==> src/rtl/sd_pkg.sv <==
// Shared definitions for the SD write path (sd_block_writer and card_driver).
// Sector size, byte/address widths and the block-writer FSM encoding.
package sd_pkg;
  localparam int SD_BLOCK_BYTES = 512;
  localparam int SD_BYTE_W      = 8;
  localparam int SD_ADDR_W      = 32;

  typedef enum logic [2:0] {
    ST_FILL,
    ST_PAD,
    ST_CMD,
    ST_DATA_RD,
    ST_DATA,
    ST_DONE
  } sdw_state_e;
endpackage

==> src/rtl/sdw_sector_ram.sv <==
// Simple dual-port sector buffer: one write port, one registered read port.
module sdw_sector_ram #(
  parameter  int DEPTH = 512,
  parameter  int DW    = 8,
  localparam int AW    = $clog2(DEPTH)
) (
  input  logic          clk,
  input  logic          we,
  input  logic [AW-1:0] waddr,
  input  logic [DW-1:0] wdata,
  input  logic          re,
  input  logic [AW-1:0] raddr,
  output logic [DW-1:0] rdata
);
  logic [DW-1:0] mem [DEPTH];
  logic [DW-1:0] rdata_q;

  always_ff @(posedge clk) begin
    if (we) mem[waddr] <= wdata;
    if (re) rdata_q <= mem[raddr];
  end

  assign rdata = rdata_q;
endmodule

==> src/rtl/sd_block_writer.sv <==
// Packs a producer byte stream into sectors and writes them via card_driver.
// SDW_PINGPONG_EN: two sector buffers so filling overlaps the card transfer.
module sd_block_writer
  import sd_pkg::*;
#(
  parameter int                   BLOCK_BYTES = SD_BLOCK_BYTES,
  parameter logic [SD_ADDR_W-1:0] START_BLOCK = 32'd0,
  parameter logic [SD_BYTE_W-1:0] PAD_BYTE    = 8'h00
) (
  input  logic                 CLOCK50,
  input  logic                 RESET,
  input  logic                 IN_VALID,
  input  logic [SD_BYTE_W-1:0] IN_DATA,
  output logic                 IN_READY,
  input  logic                 FLUSH,
  output logic                 WR_STB,
  output logic [SD_ADDR_W-1:0] WR_ADDR,
  input  logic                 WR_ACK,
  output logic                 WD_STB,
  output logic [SD_BYTE_W-1:0] WD_DATA,
  input  logic                 WD_ACK,
  output logic                 BUSY,
  output logic                 BLK_DONE,
  output logic [SD_ADDR_W-1:0] BLK_CNT
);
`ifdef SDW_PINGPONG_EN
  localparam int NBUF = 2;
`else
  localparam int NBUF = 1;
`endif
  localparam int AW  = $clog2(BLOCK_BYTES);
  localparam int RAW = $clog2(NBUF * BLOCK_BYTES);
  localparam logic [AW-1:0] LAST = AW'(BLOCK_BYTES - 1);

  // Fill side (FILL/PAD) and drain side (CMD..DONE) run as separate FSMs;
  // the drain side parks in ST_FILL while waiting for a full buffer.
  sdw_state_e fstate_q, fstate_d, dstate_q, dstate_d;
  logic [AW-1:0]        wp_q, wp_d, rp_q, rp_d;
  logic                 fb_q, fb_d, db_q, db_d;
  logic [1:0]           full_q, full_d;
  logic                 in_ready_q, in_ready_d;
  logic [SD_ADDR_W-1:0] wr_addr_q, wr_addr_d, blk_cnt_q, blk_cnt_d;

  logic                 full_set, full_clr, ram_we, ram_re;
  logic [SD_BYTE_W-1:0] ram_wdata, ram_rdata;

  always_comb begin
    fstate_d  = fstate_q;
    wp_d      = wp_q;
    fb_d      = fb_q;
    full_set  = 1'b0;
    ram_we    = 1'b0;
    ram_wdata = IN_DATA;
    case (fstate_q)
      ST_FILL: if (in_ready_q) begin
        if (IN_VALID) begin
          ram_we = 1'b1;
          wp_d   = wp_q + AW'(1);
          if (wp_q == LAST) full_set = 1'b1;
          else if (FLUSH)   fstate_d = ST_PAD;
        end else if (FLUSH && wp_q != '0) begin
          fstate_d = ST_PAD;
        end
      end
      ST_PAD: begin
        ram_we    = 1'b1;
        ram_wdata = PAD_BYTE;
        wp_d      = wp_q + AW'(1);
        if (wp_q == LAST) begin
          full_set = 1'b1;
          fstate_d = ST_FILL;
        end
      end
      default: fstate_d = ST_FILL;
    endcase
    if (full_set && NBUF == 2) fb_d = ~fb_q;
  end

  always_comb begin
    dstate_d  = dstate_q;
    rp_d      = rp_q;
    db_d      = db_q;
    full_clr  = 1'b0;
    ram_re    = 1'b0;
    wr_addr_d = wr_addr_q;
    blk_cnt_d = blk_cnt_q;
    case (dstate_q)
      // A buffer completing this cycle starts its command on the next one.
      ST_FILL:    if (full_q[db_q] || (full_set && fb_q == db_q)) dstate_d = ST_CMD;
      ST_CMD:     if (WR_ACK) dstate_d = ST_DATA_RD;
      ST_DATA_RD: begin
        ram_re   = 1'b1;
        dstate_d = ST_DATA;
      end
      ST_DATA: if (WD_ACK) begin
        rp_d     = rp_q + AW'(1);
        dstate_d = (rp_q == LAST) ? ST_DONE : ST_DATA_RD;
      end
      ST_DONE: begin
        full_clr  = 1'b1;
        wr_addr_d = wr_addr_q + 32'd1;
        blk_cnt_d = blk_cnt_q + 32'd1;
        if (NBUF == 2) db_d = ~db_q;
        dstate_d  = ST_FILL;
      end
      default: dstate_d = ST_FILL;
    endcase
  end

  always_comb begin
    full_d = full_q;
    if (full_set) full_d[fb_q] = 1'b1;
    if (full_clr) full_d[db_q] = 1'b0;
    in_ready_d = (fstate_d == ST_FILL) && !full_d[fb_d];
  end

  always_ff @(posedge CLOCK50 or negedge RESET) begin
    if (!RESET) begin
      fstate_q   <= ST_FILL;
      dstate_q   <= ST_FILL;
      wp_q       <= '0;
      rp_q       <= '0;
      fb_q       <= 1'b0;
      db_q       <= 1'b0;
      full_q     <= '0;
      in_ready_q <= 1'b0;
      wr_addr_q  <= START_BLOCK;
      blk_cnt_q  <= '0;
    end else begin
      fstate_q   <= fstate_d;
      dstate_q   <= dstate_d;
      wp_q       <= wp_d;
      rp_q       <= rp_d;
      fb_q       <= fb_d;
      db_q       <= db_d;
      full_q     <= full_d;
      in_ready_q <= in_ready_d;
      wr_addr_q  <= wr_addr_d;
      blk_cnt_q  <= blk_cnt_d;
    end
  end

  sdw_sector_ram #(.DEPTH(NBUF * BLOCK_BYTES), .DW(SD_BYTE_W)) u_ram (
    .clk   (CLOCK50),
    .we    (ram_we),
    .waddr (RAW'({fb_q, wp_q})),
    .wdata (ram_wdata),
    .re    (ram_re),
    .raddr (RAW'({db_q, rp_q})),
    .rdata (ram_rdata)
  );

  assign IN_READY = in_ready_q;
  assign WR_STB   = (dstate_q == ST_CMD);
  assign WR_ADDR  = wr_addr_q;
  assign WD_STB   = (dstate_q == ST_DATA);
  assign WD_DATA  = WD_STB ? ram_rdata : '0;
  assign BUSY     = (dstate_q == ST_CMD) || (dstate_q == ST_DATA_RD) || (dstate_q == ST_DATA);
  assign BLK_DONE = (dstate_q == ST_DONE);
  assign BLK_CNT  = blk_cnt_q;
endmodule

==> config.mk <==
export PLATFORM = sky130hd
export DESIGN_NAME = sd_block_writer
export DESIGN_NICKNAME = d
export VERILOG_FILES = /design/src/rtl/sd_pkg.sv /design/src/rtl/sdw_sector_ram.sv /design/src/rtl/sd_block_writer.sv
export SDC_FILE = /design/constraint.sdc
export NUM_CORES = 2
export LEC_CHECK = 0
export ABC_AREA = 0
export CAP_MARGIN = 20
export CORE_UTILIZATION = 30
export DETAILED_ROUTE_END_ITERATION = 6
export HOLD_SLACK_MARGIN = 0.06
export SLEW_MARGIN = 25
export SYNTH_ARGS = -nofsm -noshare
export SYNTH_HDL_FRONTEND = slang
export SYNTH_SLANG_ARGS = --single-unit
==> constraint.sdc <==
create_clock -name CLOCK50 -period 37 [get_ports CLOCK50]
set_input_delay 7.4 -clock CLOCK50 [delete_from_list [all_inputs] [get_ports CLOCK50]]
set_output_delay 7.4 -clock CLOCK50 [all_outputs]
set_load 0.01 [all_outputs]
==> flow_summary_export.csv <==
group,metric,value,unit
outcome,outcome,"complete, but fails checks",
outcome,failed_checks,"DRC",
yosys,yosysTopAreaCell,"edfxtp_1",
layout,final_util,34.22,%
placement,port_buffers,90,
sta,slew_headroom,12.73,%
yosys,synth_most_common_cell,"edfxtp_1",
layout,drive_above_1_share,17.07,%
yosys,synth.top_cells.by_count,"edfxtp_1, mux2i_1, mux4_2",
clock_tree,post_cts_resized,0,
critical_path,cp_top_family,"buffers and inverters",
global_routing,grt_remaining_overflow,0,
clock_tree,cts_buffers,399,
critical_path,critPathLaunchType,"input port",
drt,antenna_left,0,
critical_path,critPathRequiredTime,37.64,ns
placement,gp_congestion,0.9576,
sta,skew,0.09507,ns
drt,wirelength,478.6,mm
global_routing,grt_pass1_vias,84383,
pwr,leakagePower,56.83,nW
drt,vias,86274,
sta,setup_viol,0,
yosys,synth_edf_count,4104,
critical_path,critPathMostFrequentCell,"buf_4",
yosys,synth_seq_cells,4194,
critical_path,cp.buffers_inverters,5,
pwr,power_density,62.00,mW/mm^2
run,cap_violations,0,
sta,final_hold_viol_count,0,
placement,dpl.hpwl,295.0,mm
critical_path,cp.arrival,11.56,ns
critical_path,endpoint_kind,"flop",
clock_tree,cts_max_path_buffers,4,
floorplan,die_w,741.7,um
global_routing,antenna_found_initial,43,
global_routing,grt_start_max_net_pins,160,
yosys,synth_top_area_share,75.07,%
floorplan,core_area,0.5449,sq mm
critical_path,crit_path_max_incr_delay,0.76,ns
global_routing,track_usage,16.81,%
clock_tree,cts_tree,"done",
global_routing,grt_pass1_wl,667.2,mm
drt,routedWlPerCell,29.80,um
yosys,ys_warn_count,0,
yosys,synthFlopType,"edfxtp_1",
sta,worst_pin_slew,1.309,ns
yosys,async_reset_ff_share,2.146,%
placement,pre_cts_slack,25.11,ns
critical_path,cp_max_fo,96,
sta,timing.fmax,91.65,MHz
clock_tree,ctsHoldBuffers,0,
layout,nets,8483,
floorplan,rows,271,
clock_tree,worst_skew_pair.late_latency,1.02,ns
clock_tree,cts_setup_buffers,0,
pwr,vdd_drop_max,0.06966,mV
floorplan,die_area,0.5502,sq mm
sta,slew_viol_final,0,
critical_path,crit_slowest_cell,"nor2b_4",
layout,syn_to_final_growth,13.57,%
yosys,netlist_area,0.1642,sq mm
sta,fin_ws,26.09,ns
sta,period_needed,10.91,ns
drt,via_per_inst,5.372,
yosys,syn_inst,8327,
critical_path,path_cells,"clkdlybuf4s50_1, nor2b_4, buf_4, buf_4, buf_12, buf_4",
floorplan,fp.dieH,741.7,um
clock_tree,ctsRootBufferMaster,"clkbuf_16",
hold_path,min_path_type,"reg2reg",
sta,fin_tns_setup,0,ns
sta,finalCritPeriodShare,29.49,%
drt,dr.pass1.iters,7,
yosys,seq_area_frac_synth,76.44,%
clock_tree,clock_sinks,4194,
clock_tree,cts_htree_levels,5,
sta,rsz0062_at_grt,"no",
critical_path,critical_path_class,"in2reg",
yosys,synth.area.top_cells,"edfxtp_1, mux4_2, mux2i_1, o221ai_1, dfrtp_1",
floorplan,initial_utilization,30.13,%
floorplan,ioPinCount,91,
yosys,synthDistinctLibCells,60,
clock_tree,path_clk_slew,0.06,ns
drt,drcViolationCount,3,
sta,hold_ws,0.4751,ns
yosys,syn_area_per_cell,19.71,sq um
drt,first_iter_violations,12633,
[per-layer routing]
| layer | vias up | part of all wire (%) | track usage, % |
|---|---|---|---|
| met5 | - | 0.046 | 0.3407 |
| met4 | 16 | 4.7 | 7.169 |
| met3 | 967 | 11 | 4.355 |
| met2 | 5397 | 46 | 26.20 |
| met1 | 45099 | 39 | 22.24 |
| li1 | 34795 | - | - |
[placed cells by master, fill, tap and decap left out, types with 23 or more instances in the layout]
cell type,synthesis,layout
edfxtp_1,4104,4104
mux2i_1,765,765
mux4_2,678,678
nor2_1,565,562
clkbuf_16,0,406
o221ai_1,351,351
nand2_1,198,191
o22ai_1,190,190
a21oi_1,186,186
buf_4,50,128
o21ai_0,114,97
clkinv_1,0,93
clkdlybuf4s50_1,0,89
dfrtp_1,90,86
nand3_1,86,70
nand4_1,65,65
clkbuf_1,265,62
xnor2_1,58,58
clkinv_2,0,56
bufinv_16,0,51
nor3_1,52,48
a22oi_1,38,38
clkinvlp_4,0,33
diode_2,0,27
and2_1,23,23
buf_12,6,23
[cell families (layout without fill, tap and decap cells)]
| group | Yosys count | in the layout | share of synthesized area (%) |
|---|---|---|---|
| compound gates | 971 | 971 | 4.164 |
| xor+xnor | 76 | 76 | 0.4055 |
| fa+ha+maj | 9 | 9 | 0.06860 |
| buf+inv | 531 | 1002 | 1.932 |
| flops | 4194 | 4194 | 76.44 |
| mux | 1448 | 1448 | 14.02 |
| other cells | 1 | 29 | 0.002284 |
| simple gates | 1097 | 1097 | 2.965 |
[final timing paths]
check / end / cells past startpoint / slack [ns] / startpoint
worst max-delay path: u_ram.mem[27][3] / 6 / 26.09 / IN_DATA[3]
worst min-delay path: BLK_CNT[31] / 1 / 0.48 / BLK_CNT[31]
worst max register to register: u_ram.rdata[1] / 10 / 30.13 / rp_q[1]
worst min register to register: BLK_CNT[31] / 1 / 0.48 / BLK_CNT[31]
max in group asynchronous: rp_q[2] / 2 / 29.17 / RESET
min in group asynchronous: BLK_CNT[12] / 1 / 6.48 / RESET
[report_power, final]
part | total (mW) | internal [mW] | switching (mW) | leakage [nW]
sequential | 5.27 | 5.24 | 0.0258 | 38.1
combinational | 2.11 | 0.879 | 1.23 | 12.3
clock | 4.19 | 2.38 | 1.81 | 6.41
[layout make-up]
type	count	area [sq um]
sequential	4194	125500
inverter	12	57.56
fill	50005	358500
clock inverter	272	2939
antenna	27	67.56
tap	7234	9051
clock buffer	468	10390
multi-input combinational	3603	35950
timing repair buffer	250	2474
[sequential cells by signal (all words and copies together), names as in the netlist]
| name | cells |
|---|---|
| rp_q | 9 |
| full_q | 1 |
| IN_READY | 1 |
| wp_q | 9 |
| u_ram.mem | 4096 |
| fstate_q | 3 |
| dstate_q | 3 |
| WR_ADDR | 32 |
| BLK_CNT | 32 |
| u_ram.rdata | 8 |
[stage by stage]
| stage | area [sq um] | total power, mW | instances |
|---|---|---|---|
| after floorplan | 164200 | 6.991 | 8328 |
| after global routing | 186400 | 11.86 | 16041 |
| after global placement | 172800 | 7.438 | 15289 |
| after CTS | 186200 | 11.59 | 16032 |
| after detailed placement | 172900 | 7.459 | 15292 |
| final | 186400 | 11.56 | 16060 |
Power figures use the tool's default switching activity.
